## src/rtl/norm_32_seq_pkg.sv

```systemverilog
// norm_pkg: shared constants for the iterative 32-bit normalizer.
// Latency: n/a (package only).
// Backpressure: n/a (package only).
// Holds the FSM state encoding, the stage count and the per-stage
// shift-size table walked by the step index.
package norm_pkg;

  localparam int WIDTH = 32;
  localparam int STEPS = 5;

  typedef enum logic [1:0] {
    S_IDLE = 2'd0,
    S_RUN  = 2'd1,
    S_DONE = 2'd2
  } state_t;

  // Binary-search stage sizes, indexed by the step counter.
  localparam logic [4:0] STAGE_K [STEPS] = '{5'd16, 5'd8, 5'd4, 5'd2, 5'd1};

endpackage

```

## src/rtl/norm_32_seq_if.sv

```systemverilog
// norm_32_seq_if: request/result bundle of the normalizer.
// Latency: n/a (wires only).
// Backpressure: none; start is only honoured while busy is low.
// master drives start/x/sgn, slave returns busy/done/norm/cnt/zero.
interface norm_32_seq_if;

  logic        start;
  logic [31:0] x;
  logic        sgn;    // 0: leading zeros, 1: redundant sign bits
  logic        busy;
  logic        done;
  logic [31:0] norm;
  logic [5:0]  cnt;
  logic        zero;

  modport master (
    output start, x, sgn,
    input  busy, done, norm, cnt, zero
  );

  modport slave (
    input  start, x, sgn,
    output busy, done, norm, cnt, zero
  );

endinterface

```

## src/rtl/norm_32_seq_step.sv

```systemverilog
// mux2_32 / norm_step: one combinational binary-search stage of the normalizer.
// Latency: combinational.
// Backpressure: none.
// Ports (norm_step): w in, k stage size, sgn mode -> w_out (shifted or held), hit.
module mux2_32 (
  input  logic [31:0] a,
  input  logic [31:0] b,
  input  logic        sel,
  output logic [31:0] y
);

  assign y = sel ? b : a;

endmodule

module norm_step
  import norm_pkg::*;
(
  input  logic [WIDTH-1:0] w,
  input  logic [4:0]       k,
  input  logic             sgn,
  output logic [WIDTH-1:0] w_out,
  output logic             hit
);

  logic [5:0]       k1;
  logic [WIDTH-1:0] mask_u;
  logic [WIDTH-1:0] mask_s;
  logic [WIDTH-1:0] top_s;
  logic [WIDTH-1:0] shifted;

  // Unsigned looks at the top k bits; signed needs the top k+1 bits equal
  // so that the sign survives the shift.
  assign k1      = {1'b0, k} + 6'd1;
  assign mask_u  = ~({WIDTH{1'b1}} >> k);
  assign mask_s  = ~({WIDTH{1'b1}} >> k1);
  assign top_s   = w & mask_s;
  assign hit     = sgn ? ((top_s == '0) || (top_s == mask_s))
                       : ((w & mask_u) == '0);
  assign shifted = w << k;

  mux2_32 u_mux (
    .a   (w),
    .b   (shifted),
    .sel (hit),
    .y   (w_out)
  );

endmodule

```

## src/rtl/norm_32_seq.sv

```systemverilog
// norm_32_seq: iterative CLZ/CLS normalizer, one search stage (16,8,4,2,1) per clock.
// Latency: accept edge to done = 6 cycles; throughput 1 op / 6 cycles when chained.
// Backpressure: start ignored while busy (no queuing); accepted in IDLE and DONE.
// Ports: clk, rst (async, high); bus.slave = start/x/sgn in, busy/done/norm/cnt/zero out.
module norm_32_seq
  import norm_pkg::*;
(
  input  logic          clk,
  input  logic          rst,
  norm_32_seq_if.slave  bus
);

  state_t           state, state_nxt;
  logic [2:0]       step;
  logic [WIDTH-1:0] w;
  logic [WIDTH-1:0] w_step;
  logic [WIDTH-1:0] norm_q;
  logic [5:0]       cnt_q;
  logic             zero_q;
  logic             mode_q;
  logic             hit;
  logic             accept;
  logic             last;
  logic [4:0]       k;

  // step only ranges 0..STEPS-1 while running; the guard keeps k sane otherwise.
  assign k = (step < 3'(STEPS)) ? STAGE_K[step] : 5'd1;

  norm_step u_step (
    .w     (w),
    .k     (k),
    .sgn   (mode_q),
    .w_out (w_step),
    .hit   (hit)
  );

  always_comb begin
    state_nxt = state;
    accept    = 1'b0;
    last      = 1'b0;
    case (state)
      S_IDLE: begin
        if (bus.start) begin
          accept    = 1'b1;
          state_nxt = S_RUN;
        end
      end
      S_RUN: begin
        if (step == 3'(STEPS - 1)) begin
          last      = 1'b1;
          state_nxt = S_DONE;
        end
      end
      S_DONE: begin
        // A start here chains straight into the next operation.
        if (bus.start) begin
          accept    = 1'b1;
          state_nxt = S_RUN;
        end else begin
          state_nxt = S_IDLE;
        end
      end
      default: state_nxt = S_IDLE;
    endcase
  end

  always_ff @(posedge clk or posedge rst) begin
    if (rst) state <= S_IDLE;
    else     state <= state_nxt;
  end

  always_ff @(posedge clk or posedge rst) begin
    if (rst) begin
      w      <= '0;
      step   <= '0;
      norm_q <= '0;
      cnt_q  <= '0;
      zero_q <= 1'b0;
      mode_q <= 1'b0;
    end else if (accept) begin
      w      <= bus.x;
      step   <= '0;
      cnt_q  <= '0;
      zero_q <= (bus.x == '0);
      mode_q <= bus.sgn;
    end else if (state == S_RUN) begin
      w    <= w_step;
      step <= last ? 3'd0 : step + 3'd1;
      if (last) norm_q <= w_step;
      // Unsigned zero only accumulates 31 through the stages; report a full 32.
      if (last && !mode_q && zero_q) cnt_q <= 6'd32;
      else if (hit)                  cnt_q <= cnt_q + {1'b0, k};
    end
  end

  assign bus.busy = (state == S_RUN);
  assign bus.done = (state == S_DONE);
  assign bus.norm = norm_q;
  assign bus.cnt  = cnt_q;
  assign bus.zero = zero_q;

endmodule

```

## src/flat_wrapper.sv

```systemverilog
// flat-port wrapper written by rule: the top's interface ports become plain ports
module norm_32_seq_flat import norm_pkg::*;
  (clk, rst, bus_start, bus_x, bus_sgn, bus_busy, bus_done, bus_norm, bus_cnt, bus_zero);
  norm_32_seq_if bus_i ();
  input  logic clk;
  input  logic rst;
  input wire logic [$bits(bus_i.start)-1:0] bus_start;
  input wire logic [$bits(bus_i.x)-1:0] bus_x;
  input wire logic [$bits(bus_i.sgn)-1:0] bus_sgn;
  output wire logic [$bits(bus_i.busy)-1:0] bus_busy;
  output wire logic [$bits(bus_i.done)-1:0] bus_done;
  output wire logic [$bits(bus_i.norm)-1:0] bus_norm;
  output wire logic [$bits(bus_i.cnt)-1:0] bus_cnt;
  output wire logic [$bits(bus_i.zero)-1:0] bus_zero;
  assign bus_i.start = bus_start;
  assign bus_i.x = bus_x;
  assign bus_i.sgn = bus_sgn;
  assign bus_busy = bus_i.busy;
  assign bus_done = bus_i.done;
  assign bus_norm = bus_i.norm;
  assign bus_cnt = bus_i.cnt;
  assign bus_zero = bus_i.zero;
  norm_32_seq u_core (.clk(clk), .rst(rst), .bus(bus_i));
endmodule
```

## config.mk

```make
export PLATFORM = sky130hd
export DESIGN_NAME = norm_32_seq_flat
export DESIGN_NICKNAME = d
export VERILOG_FILES = /design/src/rtl/norm_32_seq_pkg.sv /design/src/rtl/norm_32_seq_if.sv /design/src/rtl/norm_32_seq_step.sv /design/src/rtl/norm_32_seq.sv /design/src/flat_wrapper.sv
export SDC_FILE = /design/constraint.sdc
export NUM_CORES = 1
export LEC_CHECK = 0
export ABC_AREA = 1
export CORE_MARGIN = 4
export CORE_UTILIZATION = 52
export CTS_BUF_LIST = sky130_fd_sc_hd__clkbuf_8 sky130_fd_sc_hd__clkbuf_16
export CTS_CLUSTER_SIZE = 30
export DETAILED_ROUTE_END_ITERATION = 8
export PLACE_DENSITY = 0.82
export SLEW_MARGIN = 20
export SYNTH_ARGS = -nofsm -noshare
export SYNTH_HDL_FRONTEND = slang
export SYNTH_SLANG_ARGS = --single-unit
```

## constraint.sdc

```tcl
create_clock -name clk -period 2.3 [get_ports clk]
set_input_delay 0.23 -clock clk [delete_from_list [all_inputs] [get_ports clk]]
set_output_delay 0.23 -clock clk [all_outputs]
set_load 0.1 [all_outputs]
```

==> impl_metrics.toml <==
[sta]
drv_slew = 0
setup_ws_ns = -0.345
post-route-period-util = 1.15
setup-violations-final = 70
rsz0062_at_grt = "true"
fin_skew_ns = 0.00865
worst_slew_pin_slew_ns = 0.731
fmax_mhz = 378
hold_viol_final = 0
slew_headroom = 0.511
min_period_ns = 2.65

[place]
io_buffers = 76
place_congestion = 1.12
placed_area_um2 = 8060
hpwl_mm = 19.2

[setup_path]
cp_max_fo = 8
critical_path_buf_inv_count = 5
required_ns = 2.59
crit_top_cell = "nand2_1"
slowest_stage = "dfrtp_2"
timing.rr.end = "u_core.bus.norm[20]"
cp_cell_sequence = "buf_6 -> ha_4 -> buf_4 -> nand4_1 -> nand2_2 -> nand2_1 -> nand2_1 -> inv_1 -> nand2_1 -> nor2_1 -> nand3_2 -> nand3_4 -> buf_12 -> clkbuf_16 -> nand3_4 -> nand2_2 -> nand2_1 -> nand2_1"
critPathCaptureType = "flop"
cp_top_family = "simple AND/OR/NAND/NOR gates"
ff2ff_setup_slack_ns = -0.35
startpoint_type = "flop"
r2r_cells = 18
arrival_ns = 2.93
rr_startpoint = "u_core.step[0]"
cpPeakStageDelay_ns = 0.46
path_class = "reg2reg"

[routing]
via_count = 8473
post_drt_wl_per_cell_um = 18.9
first_pass_iters = 6
drtIter0Drc = 1276
ant_nets = 0
viasPerCell = 5.80
drc = 0
wl_mm = 27.5

[clock_tree]
numClockSinks = 77
clk_path_buf_depth = 2
root_buffer = "clkbuf_16"
postCtsHoldBufs = 0
clock_latency_ns = 0.35
clk_pin_slew_worst_paths_ns = 0.07
cts_tree = "built"
htreeDepth = 3
numCtsBuffers = 9

[final_layout]
final_area_um2 = 9390
n_antenna_cell = 0
synthToLayoutAreaGrowth_pct = 45.0
drive_gt1_frac = 0.244
num-nets-final = 1332

[run_status]
violations = "negative setup slack"
status = "finished, violations left"

[grt]
grt_start_max_net_pins = 64
grt_usage = 0.364
grt.overflow.total = 0
grt_pass1_vias = 7702
antenna_found_initial = 0
grt_pass1_wl_mm = 40.9

[die]
die_h_um = 120
pin_count = 77
core_area_um2 = 12100
placement_rows = 40
die_width_um = 120
die-area_um2 = 14300
start_util = 0.535

[worst_hold_path]
worstHoldPathType = "in2async"

[logic_synthesis]
syn_area_um2 = 6480
syn_avg_cell_area_um2 = 5.73
ys_ff_latch = 77
yosysUniqueCellTypes = 30
synth_top_area_cell = "dfrtp_1"
synthCells = 1130
yosysTopAreaCellShare = 0.297
synth_area_leaders = "dfrtp_1 30%, nand2_1 29%, nand3_1 10%"
seq_area_frac_synth = 0.297
synth-warning-count = 0
syn_nets = 1175

[flow_run]
maxCapViolations = 0
metal layers:
layer / up-vias / wire length (µm) / global-route usage
met5: - / 0 / 0
met4: 0 / 1340 / 0.165
met3: 108 / 2950 / 0.0679
met2: 531 / 12400 / 0.568
met1: 3891 / 10800 / 0.492
li1: 3943 / - / -
synthesized netlist by cell type (all sizes together):
cell    instances
o211ai         10
a21boi          2
xor2            1
a21oi          12
nor3            4
o31ai           1
or2             3
ha              9
clkbuf         24
buf            35
a21o            1
nand3         138
inv            64
nor4            8
and3            2
dfrtp          77
o21ai          92
nand3b          3
nor2          124
nand2         507
o22ai           1
nand4          12
flip-flops by register name, indices dropped and copies added (netlist names):
signal and count:
u_core.bus.norm 32, u_core.w 32, u_core.bus.cnt 6, u_core.step 3
u_core.state 2, u_core.bus.zero 1, u_core.mode_q 1
area by class of cell:
| type | instances | area (µm²) |
|---|---|---|
| Sequential cell | 77 | 1930 |
| Fill cell | 908 | 2720 |
| Clock buffer | 10 | 239 |
| Clock inverter | 6 | 92.6 |
| Timing Repair Buffer | 204 | 2030 |
| Inverter | 64 | 256 |
| Tap cell | 168 | 210 |
| Multi-Input combinational cell | 931 | 4640 |
cell families (layout without fill, tap and decap cells):
group	after synthesis	after routing	synth area share
xor gates and xnor gates	1	1	0.00135
AOI/OAI and AO/OA	119	119	0.0981
adders and majority gates	9	9	0.0174
DFF	77	77	0.297
and+or+nand+nor	801	802	0.508
buffers and inverters	123	284	0.0780
per-stage QoR:
| step | TNS (ns) | setup WS [ns] | std cells | util | hold slack, ns |
|---|---|---|---|---|---|
| finish | -20.32 | -0.345 | 1460 | 0.776 | 0.182 |
| global placement | -27.04 | -0.448 | 1419 | 0.665 | 0.464 |
| global route | -28.03 | -0.466 | 1460 | 0.776 | 0.204 |
| detailed placement | -27.11 | -0.485 | 1419 | 0.665 | 0.466 |
| CTS | -11.55 | -0.207 | 1444 | 0.725 | 0.188 |
| floorplan | -0.00638 | -0.00638 | 1130 | - | 0.351 |
cell usage in the layout (no fill, tap or decap), types with 5 or more instances in the layout:
| cell type | instances |
|---|---|
| o21ai_1 | 12 |
| nand4_1 | 12 |
| a21oi_1 | 9 |
| nand2_2 | 33 |
| clkbuf_16 | 13 |
| dfrtp_1 | 75 |
| nand2_4 | 9 |
| nand3_4 | 9 |
| o21ai_0 | 75 |
| inv_2 | 5 |
| buf_12 | 21 |
| inv_4 | 6 |
| o211ai_1 | 10 |
| buf_4 | 132 |
| inv_1 | 52 |
| nor4_1 | 8 |
| buf_6 | 10 |
| nand3_1 | 96 |
| nor2_2 | 7 |
| nor2_1 | 113 |
| nand2_1 | 463 |
| clkdlybuf4s50_1 | 35 |
| nand3_2 | 33 |
worst max path at each step:
stage                   start                  end  slack, ns  cells past startpoint
2_1_floorplan  u_core.step[1]    u_core.bus.cnt[5]     -0.006                     14
4_1_cts        u_core.step[0]         u_core.w[24]      -0.21                     16
3_5_place_dp   u_core.step[1]    u_core.bus.cnt[3]      -0.49                     18
5_1_grt        u_core.step[0]         u_core.w[14]      -0.47                     19
6_report       u_core.step[0]  u_core.bus.norm[20]      -0.35                     18
3_3_place_gp   u_core.step[1]    u_core.bus.cnt[1]      -0.45                     18
timing repair:
| item | 4_1_cts | 5_1_grt |
|---|---|---|
| gates resized for setup | 68 | 103 |
| pin swaps | 7 | 39 |
| gates cloned | 3 | 4 |
| setup buffers | 6 | 12 |
| endpoints found under the setup margin | 70 | 70 |
Power is not shown: default switching activity piles up to over one toggle a cycle in this logic, so the estimate is an artifact.
==> RTL edit, RTL diff (same flow settings) <==
The 3 states of `state_t` get a one-hot encoding in 3 bits.
--- a/src/rtl/norm_32_seq_pkg.sv
+++ b/src/rtl/norm_32_seq_pkg.sv
@@ -8,10 +8,10 @@
   localparam int WIDTH = 32;
   localparam int STEPS = 5;
 
-  typedef enum logic [1:0] {
-    S_IDLE = 2'd0,
-    S_RUN  = 2'd1,
-    S_DONE = 2'd2
+  typedef enum logic [2:0] {
+    S_IDLE = 3'b001,
+    S_RUN  = 3'b010,
+    S_DONE = 3'b100
   } state_t;
 
   // Binary-search stage sizes, indexed by the step counter.
Check against the original RTL: same outputs for any inputs over 4 cycles, from zero or initial values and one cycle with rst high; so few cycles prove little.
==> RTL edit against the original RTL <==
  * The flow still finishes with violations (setup timing)
  * Global-route usage up 1.1 points
  * Hold slack better by 0.11 ns
  * Sequential cell count up 1
  * Clock skew down 0.0010 ns
  * Routed wire length up 0.97%
  * Synthesized area down 0.81%
  * Design area down 2.9%
  * Setup slack better by 0.079 ns
  * Critical endpoint is now u_core.bus.norm[29]$_DFFE_PP0P_
Power is left out: the tool's default activity adds up to more than one toggle a clock period on the data nets, which glitch-free logic cannot reach.
==> RTL edit: results (changes against the original RTL) <==
----------------------------------------------------
[Layout]
  Fraction of final layout cells with drive strength greater than 1 ... 24.90% (+0.52 points)
  Net count, final ... 1,277 (-4.1%)
  Number of standard cells in the final layout excluding fillers ... 1,405 (-3.8%)
  FF+latch area ... 1956 sq um (+1.4%)
  Count of filler cells inserted in the layout ... 923 (+1.7%)

[Synthesis]
  Most frequent cells after synthesis ... 422 x nand2_1, 149 x nand3_1, 112 x o21ai_0
  Sequential-to-total area share from yosys stat ... 30.39% (+0.65 points)
  Area fraction in compound gates after synthesis ... 14.00% (+4.2 points)
  Xor and xnor area share after synthesis ... 0.1363% (+0.0011 points)
  Multiplexer share of the synthesized area ... 0% (unchanged)
  Post-synthesis average cell area ... 5.985 sq um (+4.4%)
  Cells taking the most area after synthesis ... dfrtp_1 30%, nand2_1 25%, nand3_1 12%
  Synthesized-area fraction occupied by adder cells ... 1.752% (+0.014 points)
  Net Count, Synth ... 1,119 (-4.8%)
  Number of warnings printed during yosys synthesis ... 0 (unchanged)
  Number of distinct library cells after synthesis ... 41 (+37%)

[Route]
  Mean number of vias per cell ... 5.920 (+2.0%)
  Detailed Routing Iterations Pass 1 ... 7 (+1)
  Drt initial violations ... 1,074 (-16%)
  DRT Wirelength ... 27.81 mm (+0.97%)

[Global routing]
  Total routing usage reported by global routing ... 37.52% (+1.1 points)
  Pin count of the biggest net entering global routing ... 79 (+23%)
  Wire length of the first global-routing pass ... 41.97 mm (+2.6%)
  Initial antenna violation count ... 0 (unchanged)
  Via count of the first global-routing pass ... 7,859 (+2.0%)

[Critical path]
  Worst EP arrival ... 2.84 ns (-0.09 ns)
  Worst r2r path cells ... 17 (-1)
  Maximum fanout along the worst path ... 8 (unchanged)
  Capturing element of the worst setup path ... u_core.bus.norm[29]$_DFFE_PP0P_
  Category of cells accounting for the largest share of critical-path delay ... simple AND/OR/NAND/NOR gates

[Min path]
  Hold crit path type ... in2async

[Clock tree]
  Cts bufs inserted ... 9 (unchanged)
  Clock tree root buffer cell ... clkbuf_16
  Clock Latency Late Sink ... 0.35 ns (about the same)
  Number of buffers on the longest clock path ... 2 (unchanged)
  Post-CTS Hold Buffers ... 0 (unchanged)

[Placed design]
  Final weighted congestion in routability-driven placement ... 1.039 (-7.1%)
  Instance area after placement ... 8013 sq um (-0.56%)
  Setup Slack @ Placement ... -0.3144 ns (+0.1706 ns)
  # port buffers ... 76 (unchanged)
  Half-perimeter wire length after detailed placement ... 19.28 mm (+0.28%)

[Timing]
  Max-Slew Margin vs Limit ... 64.31% (+13 points)
  Skew final ... 0.007656 ns (-0.0009964 ns)
  Number of failing setup endpoints in the final timing report ... 70 (unchanged)
  Worst hold slack after final layout ... 0.2925 ns (+0.1101 ns)
  Total Negative Setup Slacks ... -12.84 ns (+7.486 ns)
  Worst setup margin ... -0.2659 ns (+0.07923 ns)

[Outcome]
  Violated checks ... setup timing
  Run status ... complete, but fails checks

----------------------------------------------------
[RTL edit: changes by cell type in the layout (fill, tap and decap cells not counted), sizes merged, moves of 2 or more]
cell and delta:
a21oi -4, a31oi +2, and3 -2, buf -3, clkinv +2, inv +45, nand2 -78, nand3 +12
nand3b -3, nand4 -3, nor2 -71, o21ai +44, o22ai +3
[RTL edit: what timing repair did]
action                     CTS  global route
resized for setup           64            83
gates cloned                 2             3
buffers inserted            10             3
setup endpoints to repair   70            70
pin swaps                   12            30
[RTL edit: per-layer routing]
metal	global-route usage, %	wire [um]	vias up
met5	0	0	-
met4	18.18	1642	0
met3	7.075	2690	125
met2	61.14	12710	562
met1	47.80	10760	3837
li1	-	-	3794
[RTL edit: cell type report]
class / instances / area share (%)
Clock buffer: 11 / 2.772
Sequential cell: 78 / 21.45
Inverter: 111 / 4.721
Multi-Input combinational cell: 833 / 47.51
Timing Repair Buffer: 199 / 20.35
Tap cell: 168 / 2.305
Clock inverter: 5 / 0.8920
